===== config.mk =====
export PLATFORM = sky130hd
export DESIGN_NAME = axil_write_ctrl
export DESIGN_NICKNAME = d
export VERILOG_FILES = /design/src/rtl/axil_write_ctrl.sv
export SDC_FILE = /design/constraint.sdc
export NUM_CORES = 1
export LEC_CHECK = 0
export ABC_AREA = 0
export CELL_PAD_IN_SITES_DETAIL_PLACEMENT = 0
export CELL_PAD_IN_SITES_GLOBAL_PLACEMENT = 1
export CORE_MARGIN = 2
export CORE_UTILIZATION = 33
export DETAILED_ROUTE_END_ITERATION = 12
export PLACE_DENSITY = 0.95
export SETUP_SLACK_MARGIN = 0.02
export SLEW_MARGIN = 30
export SYNTH_ARGS = -nofsm -noshare
export SYNTH_HDL_FRONTEND = slang
export SYNTH_SLANG_ARGS = --single-unit

===== constraint.sdc =====
create_clock -name clk -period 5 [get_ports clk]
set_input_delay 0.5 -clock clk [delete_from_list [all_inputs] [get_ports clk]]
set_output_delay 0.5 -clock clk [all_outputs]
set_load 0.1 [all_outputs]

===== src/rtl/axil_write_ctrl.sv =====
// AXI4-Lite write-channel controller: captures AW and W in any order, issues one
// strobed register-memory write under a timeout, then returns the B response.
module axil_write_ctrl #(
    parameter int unsigned             ADDR_WIDTH = 32,
    parameter int unsigned             DATA_WIDTH = 32,
    parameter int unsigned             STRB_WIDTH = DATA_WIDTH / 8,
    parameter logic [ADDR_WIDTH-1:0]   BASE_ADDR  = '0,
    parameter int unsigned             MEM_WORDS  = 256,
    parameter int unsigned             TIMEOUT    = 16
) (
    input  logic                         clk,
    input  logic                         resetn,
    input  logic                         AWVALID,
    input  logic [ADDR_WIDTH-1:0]        AWADDR,
    output logic                         AWREADY,
    input  logic                         WVALID,
    input  logic [DATA_WIDTH-1:0]        WDATA,
    input  logic [STRB_WIDTH-1:0]        WSTRB,
    output logic                         WREADY,
    output logic                         BVALID,
    output logic [1:0]                   BRESP,
    input  logic                         BREADY,
    output logic                         MEM_WE,
    output logic [$clog2(MEM_WORDS)-1:0] MEM_ADDR,
    output logic [DATA_WIDTH-1:0]        MEM_WDATA,
    output logic [STRB_WIDTH-1:0]        MEM_WSTRB,
    input  logic                         MEM_ACK,
    input  logic                         MEM_ERR
);

    localparam int unsigned SHIFT = $clog2(STRB_WIDTH);
    localparam int unsigned MA_W  = $clog2(MEM_WORDS);
    localparam int unsigned CW    = $clog2(TIMEOUT) + 1;
    localparam logic [63:0] SPAN  = 64'(MEM_WORDS) * 64'(STRB_WIDTH);

    typedef enum logic [1:0] {
        IDLE,
        ACCEPT,
        MEM,
        RESP
    } state_t;

    state_t                  state;
    logic                    aw_held;
    logic                    w_held;
    logic                    addr_ok;
    logic [CW-1:0]           tcnt;

    logic                    aw_hs;
    logic                    w_hs;
    logic                    both_now;
    logic                    ok_now;
    logic                    aw_in_range;
    logic [ADDR_WIDTH-1:0]   offset;
    logic [STRB_WIDTH-1:0]   strb_now;

    // Handshake readiness is decoded purely from state and held flags.
    assign AWREADY = (state == ACCEPT) && !aw_held;
    assign WREADY  = (state == ACCEPT) && !w_held;
    assign MEM_WE  = (state == MEM);
    assign BVALID  = (state == RESP);

    assign aw_hs       = AWVALID && AWREADY;
    assign w_hs        = WVALID && WREADY;
    assign offset      = AWADDR - BASE_ADDR;
    assign aw_in_range = (AWADDR >= BASE_ADDR) && (64'(offset) < SPAN);

    // The decision edge may coincide with either capture, so look through to the inputs.
    assign both_now = (aw_held || aw_hs) && (w_held || w_hs);
    assign ok_now   = aw_hs ? aw_in_range : addr_ok;
    assign strb_now = w_hs ? WSTRB : MEM_WSTRB;

    always_ff @(posedge clk or negedge resetn) begin
        if (!resetn) begin
            state     <= IDLE;
            aw_held   <= 1'b0;
            w_held    <= 1'b0;
            addr_ok   <= 1'b0;
            tcnt      <= '0;
            BRESP     <= '0;
            MEM_ADDR  <= '0;
            MEM_WDATA <= '0;
            MEM_WSTRB <= '0;
        end else begin
            case (state)
                IDLE: begin
                    state <= ACCEPT;
                end
                ACCEPT: begin
                    if (aw_hs) begin
                        aw_held  <= 1'b1;
                        addr_ok  <= aw_in_range;
                        MEM_ADDR <= MA_W'(offset >> SHIFT);
                    end
                    if (w_hs) begin
                        w_held    <= 1'b1;
                        MEM_WDATA <= WDATA;
                        MEM_WSTRB <= WSTRB;
                    end
                    if (both_now) begin
                        tcnt <= '0;
                        if (!ok_now) begin
                            state <= RESP;
                            BRESP <= 2'b11;
                        end else if (strb_now == '0) begin
                            state <= RESP;
                            BRESP <= 2'b00;
                        end else begin
                            state <= MEM;
                        end
                    end
                end
                MEM: begin
                    // An acknowledge on the last allowed cycle wins over the timeout.
                    if (MEM_ACK) begin
                        state <= RESP;
                        BRESP <= MEM_ERR ? 2'b10 : 2'b00;
                    end else if (tcnt == CW'(TIMEOUT - 1)) begin
                        state <= RESP;
                        BRESP <= 2'b10;
                    end else begin
                        tcnt <= tcnt + CW'(1);
                    end
                end
                RESP: begin
                    if (BREADY) begin
                        state   <= ACCEPT;
                        aw_held <= 1'b0;
                        w_held  <= 1'b0;
                        BRESP   <= 2'b00;
                    end
                end
                default: begin
                    state <= IDLE;
                end
            endcase
        end
    end

endmodule


## Yosys cells after proc, flatten, opt, wreduce, memory -nomap -nowiden

Cells that the tools add are included.

- Input bits: 75
- Register bits after elaboration: 56
- Output and inout bits: 50
- Word-level logic and storage cells: 72

- Magnitude comparators: 2
- Equal/unequal tests: 12
- Add/sub/neg operators: 1
- Reductions and logical operators: 22
- Mux-type cells: 26

Operators by type and width:

| operator | count |
|---|---|
| greater-or-equal comparator 32 x 1 -> 1 bit, second input constant | 1 |
| less-than comparator 32 x 11 -> 1 bit, second input constant | 1 |
| 2-to-1 mux 2 bit | 11 |
| 2-to-1 mux 5 bit | 3 |
| != test 2 bit, second input constant | 5 |
| case mux 5 bit (2 select lines) | 1 |
| AND reduction 3 bit | 3 |
| case mux 2 bit (4 select lines) | 1 |
| logical AND 1 bit | 6 |
| 2-to-1 mux 1 bit | 6 |
| case mux 2 bit (3 select lines) | 1 |
| adder 5 x 1 -> 5 bit, second input constant | 1 |
| == test 5 x 4 -> 1 bit, second input constant | 1 |
| AND reduction 5 bit | 1 |
| == test 2 bit, second input constant | 2 |
| logical NOT 4 bit | 1 |
| 2-to-1 mux 4 bit | 1 |
| case mux 1 bit (2 select lines) | 2 |
| AND reduction 2 bit | 2 |
| AND reduction 4 bit | 1 |
| nonzero test 2 bit | 2 |
| != test 3 x 1 -> 1 bit, second input constant | 1 |
| != test 3 x 2 -> 1 bit, second input constant | 1 |
| nonzero test 3 bit | 1 |
| 5 further kinds | 7 |

## Depth between registers and ports, before layout

- Depth after elaboration: 9
- Depth in mapped cells: 9
- Gate-level depth less buffers: 8

## Worst setup path before layout

No wires, ideal clock.

- Kind: register -> output
- Start point: reg state[1]
- End point: out AWREADY
- Required time: 4.500 ns
- Path slack: 2.417 ns
- Data arrival time: 2.083 ns
- Buffers on the path: 1
- Stages on the path, launching flop included: 6
- Cells stage by stage: dfrtp_1 inv_1 ha_1 buf_6 inv_1 nor2_1

- Cells in the longest elaborated chain, start to end: 2

RTL lines:

| element | RTL line | source |
|---|---|---|
| from (decl) | 43 | `state_t state;` |
| from (signal assigned) | 75 | `state <= IDLE;` |
| from (signal assigned) | 87 | `state <= ACCEPT;` |
| from (signal assigned) | 103 | `state <= RESP;` |
| == test 2 x 1 -> 1 bit | 58 | `assign AWREADY = (state == ACCEPT) && !aw_held;` |
| logical AND 1 bit | 58 |  |
| to (decl) | 15 | `output logic AWREADY,` |

No other way between the ends.

## Final worst setup path

- Start point: reg state[1]
- End point: out WREADY

- Cells in the longest elaborated chain, start to end: 2

RTL lines:

| element | RTL line | source |
|---|---|---|
| == test 2 x 1 -> 1 bit | 59 | `assign WREADY = (state == ACCEPT) && !w_held;` |
| logical AND 1 bit | 59 |  |
| to (decl) | 19 | `output logic WREADY,` |

No other way between the ends.

==> run_results.csv <==
group,metric,value,unit
clock_tree,cts-resized-gates,0,
logic_synthesis,synth_compound_gate_area_share,0.07186,
die,rows,31,
sta,finalMaxSlewViolations,0,
worst_setup_path,crit_path_max_fanout,8,
die,die_y,90.56,µm
global_routing,grt_max_degree,57,
logic_synthesis,post-synth-top-area-cell,"dfrtp_1",
sta,fin_skew,0.007485,ns
logic_synthesis,netlist_instances,183,
placed_design,placed_cells,398,
routing,drtIter0Drc,57,
worst_setup_path,slowest_delay,1.14,ns
sta,tns,0,ns
logic_synthesis,synthXorXnorAreaFrac,0,
run,maxCapViolations,0,
logic_synthesis,yosys_warnings,0,
layout,nets,387,
logic_synthesis,ys_seq_area_frac,0.5668,
logic_synthesis,synth_edf_count,0,
die,die_w,90.56,µm
worst_setup_path,end_kind,"output pin",
clock_tree,cts.path.max_buffers,2,
global_routing,grt-ovfl-total,0,
worst_setup_path,critPathArrivalTime,2.60,ns
logic_synthesis,ys_top_cells_by_area,"dfrtp_1 (57%), mux2_2 (20%), ha_1 (3.0%)",
layout,nFillCells,640,
logic_synthesis,synth.avg_cell_area,13.51,µm²
logic_synthesis,syn-cell-area,2472,µm²
layout,antenna_cells,0,
logic_synthesis,synth-seq-cells,56,
sta,finalHoldViolCount,0,
routing,firstDrtPassIters,4,
sta,setup_violations,0,
worst_setup_path,crit_family,"buffers and inverters",
clock_tree,clkTransAtPathRegs,0.09,ns
clock_tree,cts_tree,"yes",
logic_synthesis,synth_top_family_by_area,"multiplexers",
clock_tree,cts-root-buf,"clkbuf_8",
sta,relSlewSlack,0.3188,
placed_design,post-dp-hpwl,4304,µm
logic_synthesis,synthMuxAreaShare,0.2110,
worst_setup_path,r2r_slack,2.75,ns
worst_setup_path,timing.rr.end,"BRESP[1]",
clock_tree,cts_made_buffers,5,
logic_synthesis,synth-simple-area-share,0.09008,
global_routing,grt_first_pass_wirelength,9370,µm
worst_setup_path,cp_slowest_cell,"clkdlybuf4s50_1",
routing,wire_per_inst,13.89,µm
logic_synthesis,syn_nets,264,
sta,post-route-period-util,0.6201,
clock_tree,clock_latency,0.30,ns
die,dieArea,8200,µm²
logic_synthesis,yosysMostFrequentCell,"dfrtp_1",
die,io_pins,125,
routing,antenna_left,0,
hold_path,min_path_type,"in -> async",
routing,drcViolationCount,0,
logic_synthesis,ys_async_sr_fraction,1.000,
sta,fmaxAchievable,322.6,MHz
run_status,outcome,"complete, no violations",
placed_design,dpl-instance-area,3776,µm²
layout,utilization,0.5339,
logic_synthesis,netlist_top_cells_count,"dfrtp_1 (56), mux2_2 (45), nand2_1 (10)",
clock_tree,ctsHoldBuffers,0,
worst_setup_path,r2r_cells,7,
sta,worst_pin_slew,1.019,ns
worst_setup_path,crit_path_frequent_cell,"inv_1",
die,initial_core_util,0.3409,
sta,rsz0062_at_grt,"false",
routing,num_vias,1889,
die,core_area,7253,µm²
layout,drive_gt1_frac,0.2117,
worst_setup_path,worstSetupPathType,"reg -> out",
clock_tree,htreeDepth,2,
logic_synthesis,synth_top_area_frac,0.5668,
sta,fin_crit,3.100,ns
logic_synthesis,synth_fa_ha_area_frac,0.03036,
worst_setup_path,path_buf_inv,3,
clock_tree,cts_setup_buffers,0,
worst_setup_path,start_kind,"register",
global_routing,first_global_vias,1921,
placed_design,gp_congestion,0.7942,
worst_setup_path,crit_chain,"inv_1 -> ha_1 -> inv_1 -> nor2_1 -> clkdlybuf4s50_1",
layout,design_area,3872,µm²
global_routing,antenna_found_initial,0,
logic_synthesis,synth_cell_types,32,
routing,vias_per_cell,4.653,
routing,drt-total-wl,5639,µm
placed_design,portBuffers,122,
layout,fin_cells,406,
clock_tree,cts.sink_count,56,
layout,area.growth.synth_to_final,56.63,%
worst_setup_path,critical_path_required,4.50,ns
global_routing,gr-usage-all-layers,0.1409,
worst_setup_path,reg2reg_from,"state[1]",
logic_synthesis,synthFlopType,"dfrtp_1",
-- kinds of logic after synthesis --
| kind of cell | count (synthesis) |
|---|---|
| buf+inv | 14 |
| flops | 56 |
| fa+ha+maj | 6 |
| mux | 46 |
| compound gates | 24 |
| simple gates | 37 |
-- metrics by stage --
stage                     setup WS, ns  hold WS, ns
final                            1.900       0.3160
after global routing             1.757       0.3954
after CTS                        1.880       0.3562
after detailed placement         2.225       0.4877
after global placement           2.252       0.4861
after floorplan                  2.417       0.2044
-- worst max path at each step --
stage | from | end | slack [ns] | depth (start not counted)
floorplan | state[1] | AWREADY | 2.42 | 5
global placement | state[1] | WREADY | 2.25 | 5
detailed placement | state[1] | WREADY | 2.22 | 5
CTS | state[1] | WREADY | 1.88 | 5
global route | state[1] | WREADY | 1.76 | 5
finish | state[1] | WREADY | 1.90 | 5
-- layer usage --
metal	part of all wire	global-route usage	vias to the layer above
met5	0	0	-
met4	0.010	0.03974	0
met3	0.067	0.03673	4
met2	0.50	0.2369	70
met1	0.42	0.1791	911
li1	-	-	904
-- registers in the layout, summed over array words and instances, names as in the netlist --
register	flops
BRESP	2
MEM_ADDR	8
MEM_WDATA	32
MEM_WSTRB	4
addr_ok	1
aw_held	1
state	2
tcnt	5
w_held	1
-- cell type report --
type,count,area (µm²),share of cell area
sequential,56,1401,0.3619
clock buffer,6,82.58,0.02132
timing repair buffer,124,1231,0.3179
tap,99,123.9,0.03199
multi-input combinational,113,997.2,0.2575
clock inverter,2,13.76,0.003554
inverter,6,22.52,0.005816
-- cell usage in the layout (no fill, tap or decap), types with 4 or more instances in the layout --
| master | Yosys | layout |
|---|---|---|
| clkbuf_8 | 0 | 6 |
| a21oi_1 | 6 | 6 |
| dfrtp_1 | 56 | 56 |
| mux2_2 | 45 | 45 |
| inv_1 | 6 | 6 |
| a22o_1 | 4 | 4 |
| clkdlybuf4s50_1 | 0 | 121 |
| o21ai_0 | 6 | 6 |
| nor2_1 | 7 | 7 |
| ha_1 | 6 | 6 |
| nand2_1 | 10 | 10 |
Power is left out: the tool's default activity adds up to more than one toggle a clock period on the data nets, which glitch-free logic cannot reach.
